### config.mk
export PLATFORM = sky130hd
export DESIGN_NAME = cordic_rr_scheduler_flat
export DESIGN_NICKNAME = d
export VERILOG_FILES = /design/src/rtl/cordic_rr_scheduler_if.sv /design/src/rtl/cordic_rr_scheduler.sv /design/src/flat_wrapper.sv
export SDC_FILE = /design/constraint.sdc
export NUM_CORES = 1
export LEC_CHECK = 0
export ABC_AREA = 1
export BUFFER_PORTS_ARGS = -buffer_cell sky130_fd_sc_hd__buf_4
export CAP_MARGIN = 15
export CORE_ASPECT_RATIO = 2
export CORE_MARGIN = 2
export CORE_UTILIZATION = 30
export DETAILED_ROUTE_END_ITERATION = 8
export GPL_TIMING_DRIVEN = 1
export PLACE_DENSITY = 0.57
export SYNTH_ARGS = -nofsm -noshare
export SYNTH_HDL_FRONTEND = slang
export SYNTH_SLANG_ARGS = --single-unit
### constraint.sdc
create_clock -name CLK -period 1.15 [get_ports CLK]
set_input_delay 0.0575 -clock CLK [delete_from_list [all_inputs] [get_ports CLK]]
set_output_delay 0.0575 -clock CLK [all_outputs]
set_load 0.02 [all_outputs]
### src/rtl/cordic_rr_scheduler_if.sv
// -----------------------------------------------------------------------------
// cordic_rr_scheduler_if
// Operand/result bus between the round-robin scheduler and one CORDIC
// rotation core.
//   Inp_The [AW] : rotation angle to the core
//   InpX/InpY [DW] : input vector to the core
//   Start_Pulse  : one-cycle start strobe to the core
//   OTPX/OTPY [DW] : rotated vector from the core
// master = scheduler side, slave = core side.
// -----------------------------------------------------------------------------
interface cordic_rr_scheduler_if #(
    parameter int AW = 9,
    parameter int DW = 8
);
    logic [AW-1:0] Inp_The;
    logic [DW-1:0] InpX;
    logic [DW-1:0] InpY;
    logic          Start_Pulse;
    logic [DW-1:0] OTPX;
    logic [DW-1:0] OTPY;

    modport master (
        output Inp_The, InpX, InpY, Start_Pulse,
        input  OTPX, OTPY
    );

    modport slave (
        input  Inp_The, InpX, InpY, Start_Pulse,
        output OTPX, OTPY
    );
endinterface

### src/rtl/cordic_rr_scheduler.sv
// -----------------------------------------------------------------------------
// cordic_rr_scheduler
// Shares one fixed-latency CORDIC core between two requesters. A request is
// granted (GNTn pulse, operands latched), the core is started with a one-cycle
// Start_Pulse, the scheduler waits LATENCY cycles, captures OTPX/OTPY into
// RES_X/RES_Y and pulses DONEn for the requester that owned the operation.
// Simultaneous requests alternate between requesters.
// Ports:
//   CLK, RST        : clock, synchronous active-high reset
//   REQn/THEn/Xn/Yn : requester n request and operands (n = 0,1)
//   GNTn            : one-cycle pulse, requester n operands captured
//   DONEn           : one-cycle pulse, RES_X/RES_Y hold requester n result
//   RES_X, RES_Y    : last captured core result
//   BUSY            : an operation is in flight
//   core            : operand/result bus to the CORDIC core (master side)
// All outputs are registered.
// -----------------------------------------------------------------------------
module cordic_rr_scheduler #(
    parameter int LATENCY = 9,   // Start_Pulse cycle to stable OTPX/OTPY, 1..255
    parameter int AW      = 9,
    parameter int DW      = 8
) (
    input  logic          CLK,
    input  logic          RST,
    input  logic          REQ0,
    input  logic [AW-1:0] THE0,
    input  logic [DW-1:0] X0,
    input  logic [DW-1:0] Y0,
    input  logic          REQ1,
    input  logic [AW-1:0] THE1,
    input  logic [DW-1:0] X1,
    input  logic [DW-1:0] Y1,
    output logic          GNT0,
    output logic          GNT1,
    output logic          DONE0,
    output logic          DONE1,
    output logic [DW-1:0] RES_X,
    output logic [DW-1:0] RES_Y,
    output logic          BUSY,
    cordic_rr_scheduler_if.master core
);
    localparam int CW = $clog2(LATENCY + 1);

    typedef enum logic [1:0] {IDLE, START, WAIT, CAPTURE} state_t;

    state_t        state, state_n;
    logic [CW-1:0] cnt, cnt_n;
    logic          last, last_n;    // requester of the latest grant; also owner of the in-flight op
    logic          pick1;
    logic          gnt0_n, gnt1_n, done0_n, done1_n, start_n, busy_n;
    logic [DW-1:0] res_x_n, res_y_n, x_n, y_n;
    logic [AW-1:0] the_n;

    always_comb begin
        // NOTE: every variable gets a default before the case so that no path
        // leaves one unassigned; an unassigned path would infer a latch.
        state_n = state;
        cnt_n   = cnt;
        last_n  = last;
        pick1   = 1'b0;
        gnt0_n  = 1'b0;
        gnt1_n  = 1'b0;
        done0_n = 1'b0;
        done1_n = 1'b0;
        start_n = 1'b0;
        res_x_n = RES_X;
        res_y_n = RES_Y;
        the_n   = core.Inp_The;
        x_n     = core.InpX;
        y_n     = core.InpY;

        unique case (state)
            IDLE: begin
                if (REQ0 || REQ1) begin
                    // Requester 1 wins when alone, or on a tie when 0 went last.
                    pick1   = REQ1 && (!REQ0 || !last);
                    last_n  = pick1;
                    the_n   = pick1 ? THE1 : THE0;
                    x_n     = pick1 ? X1   : X0;
                    y_n     = pick1 ? Y1   : Y0;
                    gnt0_n  = !pick1;
                    gnt1_n  = pick1;
                    state_n = START;
                end
            end
            START: begin
                start_n = 1'b1;
                cnt_n   = CW'(LATENCY);
                state_n = WAIT;
            end
            WAIT: begin
                cnt_n = cnt - 1'b1;
                if (cnt == CW'(1)) state_n = CAPTURE;
            end
            CAPTURE: begin
                res_x_n = core.OTPX;
                res_y_n = core.OTPY;
                done0_n = !last;
                done1_n = last;
                state_n = IDLE;
            end
            default: state_n = IDLE;
        endcase

        busy_n = (state_n != IDLE);
    end

    // NOTE: sequential state uses non-blocking assignments so all registers
    // update together from values sampled at the same edge.
    always_ff @(posedge CLK) begin
        if (RST) begin
            state            <= IDLE;
            cnt              <= '0;
            last             <= 1'b1;
            GNT0             <= 1'b0;
            GNT1             <= 1'b0;
            DONE0            <= 1'b0;
            DONE1            <= 1'b0;
            RES_X            <= '0;
            RES_Y            <= '0;
            BUSY             <= 1'b0;
            core.Inp_The     <= '0;
            core.InpX        <= '0;
            core.InpY        <= '0;
            core.Start_Pulse <= 1'b0;
        end else begin
            state            <= state_n;
            cnt              <= cnt_n;
            last             <= last_n;
            GNT0             <= gnt0_n;
            GNT1             <= gnt1_n;
            DONE0            <= done0_n;
            DONE1            <= done1_n;
            RES_X            <= res_x_n;
            RES_Y            <= res_y_n;
            BUSY             <= busy_n;
            core.Inp_The     <= the_n;
            core.InpX        <= x_n;
            core.InpY        <= y_n;
            core.Start_Pulse <= start_n;
        end
    end
endmodule

### src/flat_wrapper.sv
// flat-port wrapper written by rule: the top's interface ports become plain ports
module cordic_rr_scheduler_flat 
#(
    parameter int LATENCY = 9,                                                   
    parameter int AW      = 9,
    parameter int DW      = 8
)
  (CLK, RST, REQ0, THE0, X0, Y0, REQ1, THE1, X1, Y1, GNT0, GNT1, DONE0, DONE1, RES_X, RES_Y, BUSY, core_Inp_The, core_InpX, core_InpY, core_Start_Pulse, core_OTPX, core_OTPY);
  cordic_rr_scheduler_if #(.AW(AW), .DW(DW)) core_i ();
  input  logic CLK;
  input  logic RST;
  input  logic REQ0;
  input  logic [AW-1:0] THE0;
  input  logic [DW-1:0] X0;
  input  logic [DW-1:0] Y0;
  input  logic REQ1;
  input  logic [AW-1:0] THE1;
  input  logic [DW-1:0] X1;
  input  logic [DW-1:0] Y1;
  output logic GNT0;
  output logic GNT1;
  output logic DONE0;
  output logic DONE1;
  output logic [DW-1:0] RES_X;
  output logic [DW-1:0] RES_Y;
  output logic BUSY;
  output wire logic [$bits(core_i.Inp_The)-1:0] core_Inp_The;
  output wire logic [$bits(core_i.InpX)-1:0] core_InpX;
  output wire logic [$bits(core_i.InpY)-1:0] core_InpY;
  output wire logic [$bits(core_i.Start_Pulse)-1:0] core_Start_Pulse;
  input wire logic [$bits(core_i.OTPX)-1:0] core_OTPX;
  input wire logic [$bits(core_i.OTPY)-1:0] core_OTPY;
  assign core_Inp_The = core_i.Inp_The;
  assign core_InpX = core_i.InpX;
  assign core_InpY = core_i.InpY;
  assign core_Start_Pulse = core_i.Start_Pulse;
  assign core_i.OTPX = core_OTPX;
  assign core_i.OTPY = core_OTPY;
  cordic_rr_scheduler #(.LATENCY(LATENCY), .AW(AW), .DW(DW)) u_core (.CLK(CLK), .RST(RST), .REQ0(REQ0), .THE0(THE0), .X0(X0), .Y0(Y0), .REQ1(REQ1), .THE1(THE1), .X1(X1), .Y1(Y1), .GNT0(GNT0), .GNT1(GNT1), .DONE0(DONE0), .DONE1(DONE1), .RES_X(RES_X), .RES_Y(RES_Y), .BUSY(BUSY), .core(core_i));
endmodule
==> Word-level counts from Yosys, hierarchy flattened <==
Index checks and enable logic that the tools add are counted.
{ "word_totals": {"ff_bits": 54, "output_inout_bits": 47, "word_cells": 42, "latch_bits": 0, "input_bits": 70, "romBits": 0, "n_memories": 0, "mem_bits_rw": 0} }
{ "op_classes": {"bitwise": 3, "div": 0, "mux": 8, "n_reduce_logical": 12, "add_sub_neg": 1, "shift": 0, "multipliers": 0, "n_lt_le_gt_ge": 0, "eq_ne": 4} }
{ "ops": {"columns": ["operator", "n"], "rows": [
  ["$mux 8", 2],
  ["$mux 9", 1],
  ["$pmux 2 s4", 1],
  ["$pmux 4 s2", 1],
  ["$eq 2x2->1 const B", 2],
  ["$eq 4x1->1 const B", 1],
  ["$mux 2", 2],
  ["$reduce_bool 2->1", 2],
  ["$sub 4x1->4 const B", 1],
  ["$logic_not 1->1", 3],
  ["$not 1->1", 3],
  ["$reduce_or 3->1", 1],
  ["$eq 2x1->1 const B", 1],
  ["$logic_not 2->1", 1],
  ["$logic_or 1x1->1", 2],
  ["$reduce_and 2->1", 1],
  ["$reduce_or 2->1", 1],
  ["$logic_and 1x1->1", 1],
  ["$mux 1", 1]
]} }

==> Depth between registers and ports, before layout <==
Gate-level depths: netlist of run 1.
{ "depth": {"ltp_word": 4, "depth_mapped": 8, "depth_no_buf": 8} }

==> Worst setup path after synthesis of run 1 <==
Ideal clock, no wire load.
{ "synth_path": {"path_type": "reg2reg", "from": "register u_core.state[0]", "to": "register u_core.cnt[3]", "setup_time_ns": 0.117, "period_less_slack_ns": 1.285, "stages_incl_launch_ff": 8, "required_time_ns": 1.033, "n_path_buf": 0, "path_slack_ns": -0.135, "t_arrival_ns": 1.168, "path_cell_list": "dfxtp_1 inv_1 ha_1 inv_1 nor2_1 a21oi_1 nor2_1 nor2_1"} }
{ "synth_between": {"elab_chain_len": 2, "word_cells_on_any_way": 4, "classes_between": "eq/ne (2); mux (1); reduce/logical (1)"} }
{ "synth_lines": {"columns": ["item", "line", "source"], "rows": [
  ["start: declaration", "cordic_rr_scheduler.sv:46", "state_t state, state_n;"],
  ["start signal: assignment", "cordic_rr_scheduler.sv:127", "state <= state_n;"],
  ["$eq 2x2->1 or $eq 2x1->1 (tied branches)", "cordic_rr_scheduler.sv:72", "unique case (state)"],
  ["$pmux 4 s2 or $reduce_bool 2->1 (tied branches)", null, null],
  ["end signal: assignment", "cordic_rr_scheduler.sv:128", "cnt <= cnt_n;"],
  ["end: declaration", "cordic_rr_scheduler.sv:47", "logic [CW-1:0] cnt, cnt_n;"]
]} }
Parallel ways exist; a longest one is shown, timed or not.
A chain may end at the register's enable or synchronous reset.

==> Final worst setup path of run 1 <==
{ "layout_path": {"from": "register u_core.state[0]", "to": "register u_core.core.InpX[7]"} }
{ "layout_between": {"elab_chain_len": 2} }
{ "layout_lines": {"columns": ["item", "line", "source"], "rows": [
  ["$logic_not 2->1", "cordic_rr_scheduler.sv:72", null],
  ["$reduce_and 2->1 (no source line)", null, null],
  ["end signal: assignment", "cordic_rr_scheduler.sv:138", "core.InpX <= x_n;"],
  ["end: declaration", "cordic_rr_scheduler_if.sv:23", "output Inp_The, InpX, InpY, Start_Pulse,"]
]} }
No other way between the ends.

==> results of run 1 <==
## tightest hold or removal path, delay by kind of cell
family	cells	cell delay (ns)
simple gates	2	0.13
buf+inv	1	0.08
## cells in the mapped netlist
| library cell | count |
|---|---|
| nor2_1 | 118 |
| nand2_1 | 63 |
| dfxtp_1 | 54 |
| o21ai_0 | 43 |
| inv_1 | 38 |
| buf_2 | 12 |
| ha_1 | 7 |
| nor3_1 | 4 |
| a21oi_1 | 3 |
| buf_4 | 3 |
| clkbuf_2 | 2 |
| a21oi_4 | 1 |
| a31oi_1 | 1 |
| and3_1 | 1 |
| clkbuf_1 | 1 |
| clkinv_1 | 1 |
| inv_2 | 1 |
| nand2_2 | 1 |
| nand3_1 | 1 |
| nor3b_1 | 1 |
## worst max-delay path by stage
stage                                             to  cells past startpoint
floorplan                 u_core.cnt[3]$_SDFFE_PP0P_                      7
global placement          u_core.cnt[3]$_SDFFE_PP0P_                      7
detailed placement        u_core.cnt[3]$_SDFFE_PP0P_                      7
CTS                     u_core.RES_Y[1]$_SDFFE_PP0N_                      5
global route        u_core.core.InpY[7]$_SDFFE_PP0P_                      8
finish              u_core.core.InpX[7]$_SDFFE_PP0P_                      8
## kinds of logic after synthesis
| logic type | synth area share (%) |
|---|---|
| fa+ha+maj | 3.661 |
| simple gates | 30.28 |
| flops | 45.19 |
| buf+inv | 10.30 |
| compound gates | 10.57 |
## where the power goes
group / switching [uW] / total (uW) / internal (uW)
clock: 694 / 1570 / 875
sequential: 211 / 2430 / 2220
combinational: 1440 / 2760 / 1320
total: 2340 / 6760 / 4420
## through the flow
stage / hold WS [ns] / instances / setup slack [ns] / instance area (um^2) / setup TNS [ns]
global route: 0.01070 / 591 / -0.07564 / 3959 / -1.420
finish: 0.002998 / 591 / 0.003481 / 3959 / 0
detailed placement: 0.2862 / 564 / -0.04927 / 3458 / -0.6670
global placement: 0.2841 / 564 / -0.01775 / 3458 / -0.1619
CTS: 0.001499 / 591 / -0.01796 / 3882 / -0.08767
floorplan: 0.1924 / 356 / 0.004028 / 2409 / 0
## registers in the layout, summed over array words and instances, names as in the netlist, 2 cells and up
| register | cells |
|---|---|
| u_core.state | 2 |
| u_core.core.InpX | 8 |
| u_core.RES_Y | 8 |
| u_core.RES_X | 8 |
| u_core.core.InpY | 8 |
| u_core.core.Inp_The | 9 |
| u_core.cnt | 4 |
## cell type report
type                            count  area [um^2]  share of cell area [%]
Clock buffer                        6        138.9                   3.508
Clock inverter                      2        16.27                  0.4109
Inverter                           40        165.2                   4.172
Multi-Input combinational cell    244         1176                   29.71
Sequential cell                    54         1085                   27.40
Tap cell                           96        120.1                   3.034
Timing Repair Buffer              149         1257                   31.76
## per-layer routing
| layer | vias up | wire, um |
|---|---|---|
| met2 | 100 | 2939 |
| met3 | 10 | 566 |
| met5 | - | 0 |
| met4 | 0 | 127 |
| met1 | 1070 | 2829 |
| li1 | 1354 | - |
## timing repair
item                                    CTS  global route
hold buffers                             15             0
resized for setup                        51            27
endpoints found under the hold margin    15             0
pin swaps                                 1             1
endpoints found under the setup margin   29            49
gates cloned                              2             0
buffers inserted                          2             0
==> flow_summary_export.csv, run 1 <==
group,metric,value,unit
clock_network,clk_pin_slew,0.07,ns
cells_and_area,final_common_cell,"buf_4",
die,core_area,0.007828,mm^2
grt,antenna_found_initial,0,
cells_and_area,area_growth,65.48,%
grt,grt_max_degree,30,
die,die_h,130.3,um
synthesis,synthesis.area,0.002392,mm^2
grt,overflow,0,
clock_network,clock_latency,0.29,ns
worst_setup_path,worst-path-max-fanout,14,
grt,grt_busiest_layer,"met2",
synthesis,syn_inst,356,
sta,worstMarginPinSlew,0.3338,ns
worst_setup_path,cp_data_required_time,1.34,ns
drt,drt_iter0_markers,180,
clock_network,cts_tree,"built",
cells_and_area,final_util,50.58,%
drt,vias_per_cell,4.288,
cells_and_area,layout-drive-gt1-share,35.35,%
drt,dr_total_vias,2534,
flow_run,maxCapViolCount,0,
worst_setup_path,critical-path-top-delay-family,"flip-flops",
power_and_ir_drop,power,6761,uW
worst_setup_path,crit_type,"reg2reg",
die,die_w,67.15,um
worst_setup_path,rr_endpoint,"u_core.core.InpX[7]$_SDFFE_PP0P_",
grt,use_met3,3.966,%
power_and_ir_drop,p_leak,0.002015,uW
placed_design,dpl.hpwl,4252,um
sta,hold_viol_final,0,
clock_network,cts_sinks,54,
worst_setup_path,worstPathArrival,1.34,ns
cells_and_area,layout_common_cells,"buf_4 (125), nor2_1 (115), nand2_1 (63), dfxtp_1 (51), inv_1 (34)",
worst_setup_path,crit_buf_inv,3,
worst_setup_path,regToRegSetupSlack,0.003,ns
die,initial_core_util,30.56,%
worst_setup_path,worstSetupEndpointType,"register",
worst_setup_path,max_stage_delay,0.34,ns
synthesis,yosys_warnings,0,
synthesis,yosysTopAreaCell,"dfxtp_1",
power_and_ir_drop,peakVddDrop,0.7795,mV
drt,wire_per_inst,10.94,um
die,dieArea,0.008748,mm^2
sta,fin_crit_sh,99.70,%
sta,fin_skew,0.004894,ns
placed_design,portBuffers,116,
worst_setup_path,regToRegStartpoint,"u_core.state[0]$_SDFF_PP0_",
worst_setup_path,reg2regPathDepth,8,
sta,slew_violations,0,
grt,grt_use_met2,23.88,%
clock_network,cts_inserted_buffers,5,
synthesis,synth_top_area_share,45.19,%
min_path,hold_path_class,"in2reg",
synthesis,synth_cell_type_count,20,
die,ios,117,
grt,grt_pass1_vias,2218,
synthesis,syn_nets,433,
run_status,outcome,"complete, no violations",
drt,finalWirelength,6463,um
cells_and_area,fill_cells,813,
drt,antenna_left,0,
synthesis,synth_seq_cells,54,
sta,rsz0062_at_grt,"yes",
sta,period_minus_slack,1.147,ns
drt,drc,0,
min_path,hold_start,"core_OTPY[7]",
drt,drtPass1Iterations,4,
sta,relSlewSlack,77.75,%
synthesis,avgSynthCellArea,6.720,um^2
min_path,holdPathEnd,"u_core.RES_Y[7]$_SDFFE_PP0N_",
grt,track_usage,14.76,%
power_and_ir_drop,cellPowerDensity,1708,mW/mm^2
grt,grt_pass1_wl,9915,um
cells_and_area,diodes,0,
clock_network,cts_root_buf,"clkbuf_16",
synthesis,ys_seq_area_share,45.19,%
cells_and_area,fin_nets,571,
clock_network,htreeDepth,2,
die,rows,46,
sta,fmax,0.8722,GHz
grt,use_met1,18.21,%
worst_setup_path,crit_chain,"inv_4 -> ha_4 -> nand2_4 -> inv_8 -> buf_12 -> nand2_1 -> nor2_2 -> nor2_1",
placed_design,gp_congestion,0.7219,
worst_setup_path,crit_path_top_delay_cell,"dfxtp_2",
synthesis,synth.area.top_cells,"dfxtp_1 (45%), nor2_1 (19%), nand2_1 (9.9%)",
min_path,hold_depth,3,
clock_network,clockBufferDepth,2,
sta,setup_viol,0,
worst_setup_path,worstSetupStartpointType,"register",
worst_setup_path,startpoint,"u_core.state[0]$_SDFF_PP0_",
Note: power is estimated with default switching activity, not from simulation.
==> inputs of run 2 (changes only) <==
Settings changed: ABC_AREA 1 to default, PLACE_DENSITY 0.57 to 0.58.
==> flow_summary_export.csv, run 2 <==
group,metric,value,unit
run_status,outcome,"complete, but fails checks",
run_status,violations,"setup timing",
clock_network,cts_root_buf,"clkbuf_16",
worst_setup_path,worstSetupStartpointType,"register",
sta,fin_crit_sh,112.5,%
synthesis,ys_top_cells_by_count,"dfxtp_1 (54), nor2_1 (44), a21oi_1 (29), nand2_1 (26), a211oi_1 (25)",
sta,hold_slack,0.008773,ns
die,core_area,0.007212,mm^2
worst_setup_path,cp_data_required_time,1.36,ns
cells_and_area,final_util,56.71,%
clock_network,cts_tree,"built",
power_and_ir_drop,p_clk_share,21.1,%
flow_run,maxCapViolCount,0,
die,die_w,64.76,um
sta,setup_viol,47,
cells_and_area,fin_area,0.004090,mm^2
grt,track_usage,18.86,%
sta,fin_skew,0.002864,ns
cells_and_area,area_growth,84.69,%
cells_and_area,multi_input_area,0.001249,mm^2
worst_setup_path,startpoint,"u_core.state[1]$_SDFF_PP0_",
power_and_ir_drop,p_switching,2545,uW
sta,hold_viol_final,0,
power_and_ir_drop,p_leak,0.001802,uW
cells_and_area,final_common_cell,"buf_4",
synthesis,async_reset_ff_share,0,%
grt,grt_pass1_wl,11890,um
sta,fmax,0.7730,GHz
clock_network,clockBufferDepth,2,
synthesis,synth_edf_count,0,
worst_setup_path,worst-path-max-fanout,6,
synthesis,synth_cell_type_count,28,
clock_network,cts_inserted_buffers,5,
power_and_ir_drop,pwr-share-comb,46.0,%
die,rows,44,
power_and_ir_drop,peakVddDrop,1.014,mV
cells_and_area,largest_register,"u_core.core.Inp_The",
synthesis,yosysMostFrequentCell,"dfxtp_1",
placed_design,gp_congestion,0.7935,
cells_and_area,fin_nets,481,
power_and_ir_drop,cellPowerDensity,1801,mW/mm^2
placed_design,dpl.hpwl,4955,um
grt,grt_pass1_vias,2595,
sta,tns,-3.383,ns
drt,drt_iter0_markers,73,
synthesis,synth_top_area_share,48.81,%
clock_network,clk_pin_slew,0.07,ns
min_path,hold_start,"core_OTPY[0]",
worst_setup_path,worstSetupEndpointType,"register",
synthesis,ys_dominant_reg_cell,"dfxtp_1",
min_path,hold_depth,3,
synthesis,yosys_warnings,0,
min_path,holdPathEnd,"u_core.RES_Y[0]$_SDFFE_PP0N_",
clock_network,clock_latency,0.29,ns
synthesis,syn_inst,248,
cells_and_area,diodes,0,
power_and_ir_drop,p_int,4824,uW
sta,period_minus_slack,1.294,ns
drt,antenna_left,0,
power_and_ir_drop,p_seq_share,32.9,%
sta,slew_violations,0,
drt,wire_per_inst,15.26,um
worst_setup_path,reg2regPathDepth,7,
drt,finalWirelength,7586,um
worst_setup_path,crit_type,"reg2reg",
synthesis,synthesis.area,0.002215,mm^2
worst_setup_path,regToRegSetupSlack,-0.14,ns
placed_design,portBuffers,116,
worst_setup_path,regToRegStartpoint,"u_core.state[1]$_SDFF_PP0_",
cells_and_area,layout_common_cells,"buf_4 (135), dfxtp_1 (51), nor2_1 (42), nand2_1 (26), a21oi_1 (18)",
cells_and_area,layout-drive-gt1-share,51.60,%
synthesis,syn_nets,325,
power_and_ir_drop,sw_frac_of_total,34.54,%
worst_setup_path,worstPathArrival,1.50,ns
die,initial_core_util,30.71,%
die,ios,117,
synthesis,avgSynthCellArea,8.930,um^2
worst_setup_path,rr_endpoint,"u_core.core.InpX[0]$_SDFFE_PP0P_",
cells_and_area,largest_reg_flops,9,
synthesis,yosysTopAreaCell,"dfxtp_1",
grt,grt_max_degree,37,
cells_and_area,seq_area,0.001085,mm^2
die,dieArea,0.008127,mm^2
drt,drc,0,
drt,drtPass1Iterations,6,
sta,fin_ws,-0.1437,ns
grt,overflow,0,
drt,vias_per_cell,4.871,
clock_network,cts_sinks,54,
clock_network,htreeDepth,2,
min_path,hold_path_class,"in2reg",
sta,relSlewSlack,69.21,%
synthesis,ys_seq_area_share,48.81,%
synthesis,synth_seq_cells,54,
power_and_ir_drop,power,7368,uW
drt,dr_total_vias,2421,
cells_and_area,fill_cells,662,
grt,antenna_found_initial,0,
synthesis,synth.area.top_cells,"dfxtp_1 (49%), a211oi_1 (8.5%), nor2_1 (7.5%)",
sta,worstMarginPinSlew,0.4618,ns
placed_design,dpl_cell_area,0.003387,mm^2
sta,rsz0062_at_grt,"yes",
die,die_h,125.5,um
[run 2: how the worst max path moves through the flow]
stage | slack, ns | depth (start not counted) | end
after floorplan | -0.02 | 7 | u_core.core.InpY[1]$_SDFFE_PP0P_
after global placement | -0.1 | 6 | u_core.core.Inp_The[0]$_SDFFE_PP0P_
after detailed placement | -0.20 | 6 | u_core.core.InpX[0]$_SDFFE_PP0P_
after CTS | -0.14 | 7 | u_core.core.InpX[5]$_SDFFE_PP0P_
after global routing | -0.20 | 7 | u_core.core.Inp_The[0]$_SDFFE_PP0P_
final | -0.14 | 7 | u_core.core.InpX[0]$_SDFFE_PP0P_
[run 2: logic make-up after synthesis]
family,count (synthesis),share of synthesized area [%]
compound gates,65,18.98
flops,54,48.81
simple gates,83,15.71
buf+inv,23,5.311
mux,16,7.231
fa+ha+maj,7,3.955
[run 2: layer usage]
metal  routed length [um]  GRT usage [%]  vias to the layer above
met2                 4363          36.51                       82
li1                     -              -                     1162
met5                    0              0                        -
met4                  344          11.14                        0
met3                  362          3.957                       22
met1                 2515          16.87                     1155
[run 2: power groups by stage]
stage,combinational (uW),sequential [uW],clock (uW)
2_1_floorplan,1120,2760,0
3_3_place_gp,2590,2440,0
3_5_place_dp,2620,2460,0
4_1_cts,3330,2410,1610
5_1_grt,3630,2460,1670
6_report,3390,2430,1560
[run 2: timing repair]
action	CTS	global route
gates cloned	5	0
hold endpoints to repair	11	0
gates resized for setup	39	22
setup endpoints to repair	48	50
hold buffers	11	0
pin swaps	20	24
buffers inserted	11	4
[run 2: metrics by stage]
stage	instances	setup slack, ns
global placement	461	-0.09632
detailed placement	461	-0.1961
finish	497	-0.1437
floorplan	248	-0.01595
global route	497	-0.2022
CTS	496	-0.1413
[run 2: critical path, cell delays in order, from the launching register on]
cell,delay [ns]
dfxtp_2,0.35
inv_2,0.05
ha_4,0.17
o21ai_4,0.12
buf_6,0.15
buf_6,0.11
a21oi_1,0.05
a211oi_2,0.21
[run 2: final cells by class]
cell class              instances  area share, %
clock buffers                   6          3.396
inverters                       5         0.4589
well taps                      92          2.814
flip-flops and latches         54          26.52
clock inverters                 2         0.3059
repair buffers                167          35.97
multi-input cells             171          30.53
==> inputs of run 3 (changes only) <==
Settings changed: CTS_CLUSTER_SIZE from default to 10, PLACE_DENSITY 0.58 to 0.56.
Clock period 1.15 ns to 1.6 ns, I/O delays scaled along.
==> flow_summary_export.csv, run 3 (synthesis results as in run 2) <==
group,metric,value,unit
power_and_ir_drop,pwr-share-comb,33.9,%
sta,worstMarginPinSlew,0.5937,ns
sta,setup_viol,0,
cells_and_area,fin_nets,436,
worst_setup_path,regToRegStartpoint,"u_core.state[0]$_SDFF_PP0_",
power_and_ir_drop,p_int,3265,uW
sta,fmax,0.7033,GHz
grt,antenna_found_initial,0,
placed_design,dpl.hpwl,4330,um
cells_and_area,layout_common_cells,"buf_4 (119), dfxtp_1 (54), nor2_1 (44), a21oi_1 (29), nand2_1 (26)",
die,die_w,64.76,um
worst_setup_path,worstPathArrival,1.62,ns
cells_and_area,largest_reg_flops,9,
worst_setup_path,reg2regPathDepth,6,
grt,grt_max_degree,55,
min_path,hold_start,"core_OTPX[1]",
worst_setup_path,worst-path-max-fanout,22,
power_and_ir_drop,cellPowerDensity,1404,mW/mm^2
clock_network,clk_pin_slew,0.07,ns
power_and_ir_drop,p_leak,0.001540,uW
clock_network,clock_latency,0.29,ns
sta,relSlewSlack,60.42,%
die,die_h,125.5,um
drt,vias_per_cell,4.719,
min_path,holdPathEnd,"u_core.RES_X[1]$_SDFFE_PP0N_",
power_and_ir_drop,power,4770,uW
clock_network,htreeDepth,2,
worst_setup_path,crit_path_top_delay_cell,"dfxtp_1",
clock_network,clockBufferDepth,2,
worst_setup_path,crit_type,"reg2reg",
sta,rsz0062_at_grt,"no",
die,ios,117,
cells_and_area,final_common_cell,"buf_4",
grt,track_usage,15.33,%
drt,dr_total_vias,2133,
sta,hold_viol_final,0,
power_and_ir_drop,p_switching,1505,uW
grt,grt_pass1_vias,2148,
cells_and_area,fill_cells,725,
drt,drc,0,
power_and_ir_drop,p_seq_share,36.3,%
worst_setup_path,cp_data_required_time,1.80,ns
cells_and_area,area_growth,53.39,%
cells_and_area,largest_register,"u_core.core.Inp_The",
worst_setup_path,worstSetupStartpointType,"register",
clock_network,cts_root_buf,"clkbuf_16",
grt,overflow,0,
worst_setup_path,max_stage_delay,0.40,ns
sta,fin_skew,0.005811,ns
placed_design,portBuffers,116,
drt,finalWirelength,6069,um
drt,drtPass1Iterations,4,
drt,antenna_left,0,
worst_setup_path,crit_chain,"inv_1 -> ha_2 -> o21ai_4 -> buf_12 -> a21oi_1 -> a211oi_1",
cells_and_area,diodes,0,
clock_network,post_cts.repair.setup_buffers,0,
die,rows,44,
sta,slew_violations,0,
placed_design,gp_congestion,0.6889,
clock_network,cts_tree,"built",
clock_network,cts_sinks,54,
min_path,hold_depth,3,
flow_run,maxCapViolCount,0,
min_path,hold_path_class,"in2reg",
power_and_ir_drop,p_clk_share,29.8,%
worst_setup_path,rr_endpoint,"u_core.core.Inp_The[7]$_SDFFE_PP0P_",
power_and_ir_drop,peakVddDrop,0.9150,mV
die,initial_core_util,30.71,%
sta,period_minus_slack,1.422,ns
drt,drt_iter0_markers,47,
clock_network,cts_inserted_buffers,5,
worst_setup_path,critical-path-top-delay-family,"flip-flops",
die,dieArea,0.008127,mm^2
power_and_ir_drop,sw_frac_of_total,31.55,%
drt,wire_per_inst,13.43,um
run_status,outcome,"complete, no violations",
worst_setup_path,crit_buf_inv,2,
sta,fin_crit_sh,88.87,%
die,core_area,0.007212,mm^2
cells_and_area,layout-drive-gt1-share,37.50,%
worst_setup_path,regToRegSetupSlack,0.18,ns
sta,tns,0,ns
grt,grt_pass1_wl,9929,um
worst_setup_path,worstSetupEndpointType,"register",
## run 3: timing repair
| item | CTS | global route |
|---|---|---|
| endpoints found under the hold margin | 0 | 0 |
| gates resized for setup | 0 | 2 |
| hold buffers | 0 | 0 |
| setup endpoints to repair | 0 | 13 |
## run 3: worst max-delay path by stage
stage / startpoint / to / slack [ns] / depth (start not counted)
floorplan: u_core.state[0]$_SDFF_PP0_ / u_core.core.InpY[1]$_SDFFE_PP0P_ / 0.23 / 7
global placement: u_core.state[0]$_SDFF_PP0_ / u_core.core.InpX[0]$_SDFFE_PP0P_ / 0.16 / 6
detailed placement: u_core.state[0]$_SDFF_PP0_ / u_core.core.Inp_The[7]$_SDFFE_PP0P_ / 0.11 / 6
CTS: u_core.state[0]$_SDFF_PP0_ / u_core.core.Inp_The[7]$_SDFFE_PP0P_ / 0.08 / 6
global route: u_core.state[0]$_SDFF_PP0_ / u_core.cnt[3]$_SDFFE_PP0P_ / 0.02 / 5
finish: u_core.state[0]$_SDFF_PP0_ / u_core.core.Inp_The[7]$_SDFFE_PP0P_ / 0.18 / 6
## run 3: power by group through the flow
stage	Clock, uW	Combinational (uW)	Sequential, uW
2_1_floorplan	0	727	1980
3_3_place_gp	0	1610	1760
3_5_place_dp	0	1630	1760
4_1_cts	1470	1630	1730
5_1_grt	1510	1800	1770
6_report	1420	1620	1730
## run 3: cell type report
class	instances	area (um^2)	area share, %
Clock buffer	6	138.9	4.088
Clock inverter	2	60.06	1.768
Inverter	5	18.77	0.5525
Multi-Input combinational cell	171	1030	30.31
Sequential cell	54	1081	31.82
Tap cell	92	115.1	3.389
Timing Repair Buffer	122	953.4	28.07
## run 3: tightest hold or removal path, cell delays in order
cell,delay (ns)
buf_4,0.08
mux2i_1,0.05
nor2_1,0.07
## run 3: per-layer routing
layer	wire length (um)	part of all wire [%]	GRT usage (%)
met5	0	0	0
met1	2207	36	16.17
met2	3338	55	27.90
met4	128	2.1	5.882
met3	395	6.5	4.227
## run 3: through the flow
| stage | setup WS (ns) | hold WS (ns) | instances | utilization [%] | instance area, um^2 |
|---|---|---|---|---|---|
| after CTS | 0.07875 | 0.01713 | 452 | 46.96 | 3387 |
| after floorplan | 0.2257 | 0.2210 | 248 | - | 2215 |
| after global routing | 0.01948 | 0.02843 | 452 | 47.10 | 3397 |
| after detailed placement | 0.1088 | 0.3246 | 444 | 44.21 | 3188 |
| final | 0.1781 | 0.02259 | 452 | 47.10 | 3397 |
| after global placement | 0.1566 | 0.3168 | 444 | 44.21 | 3188 |
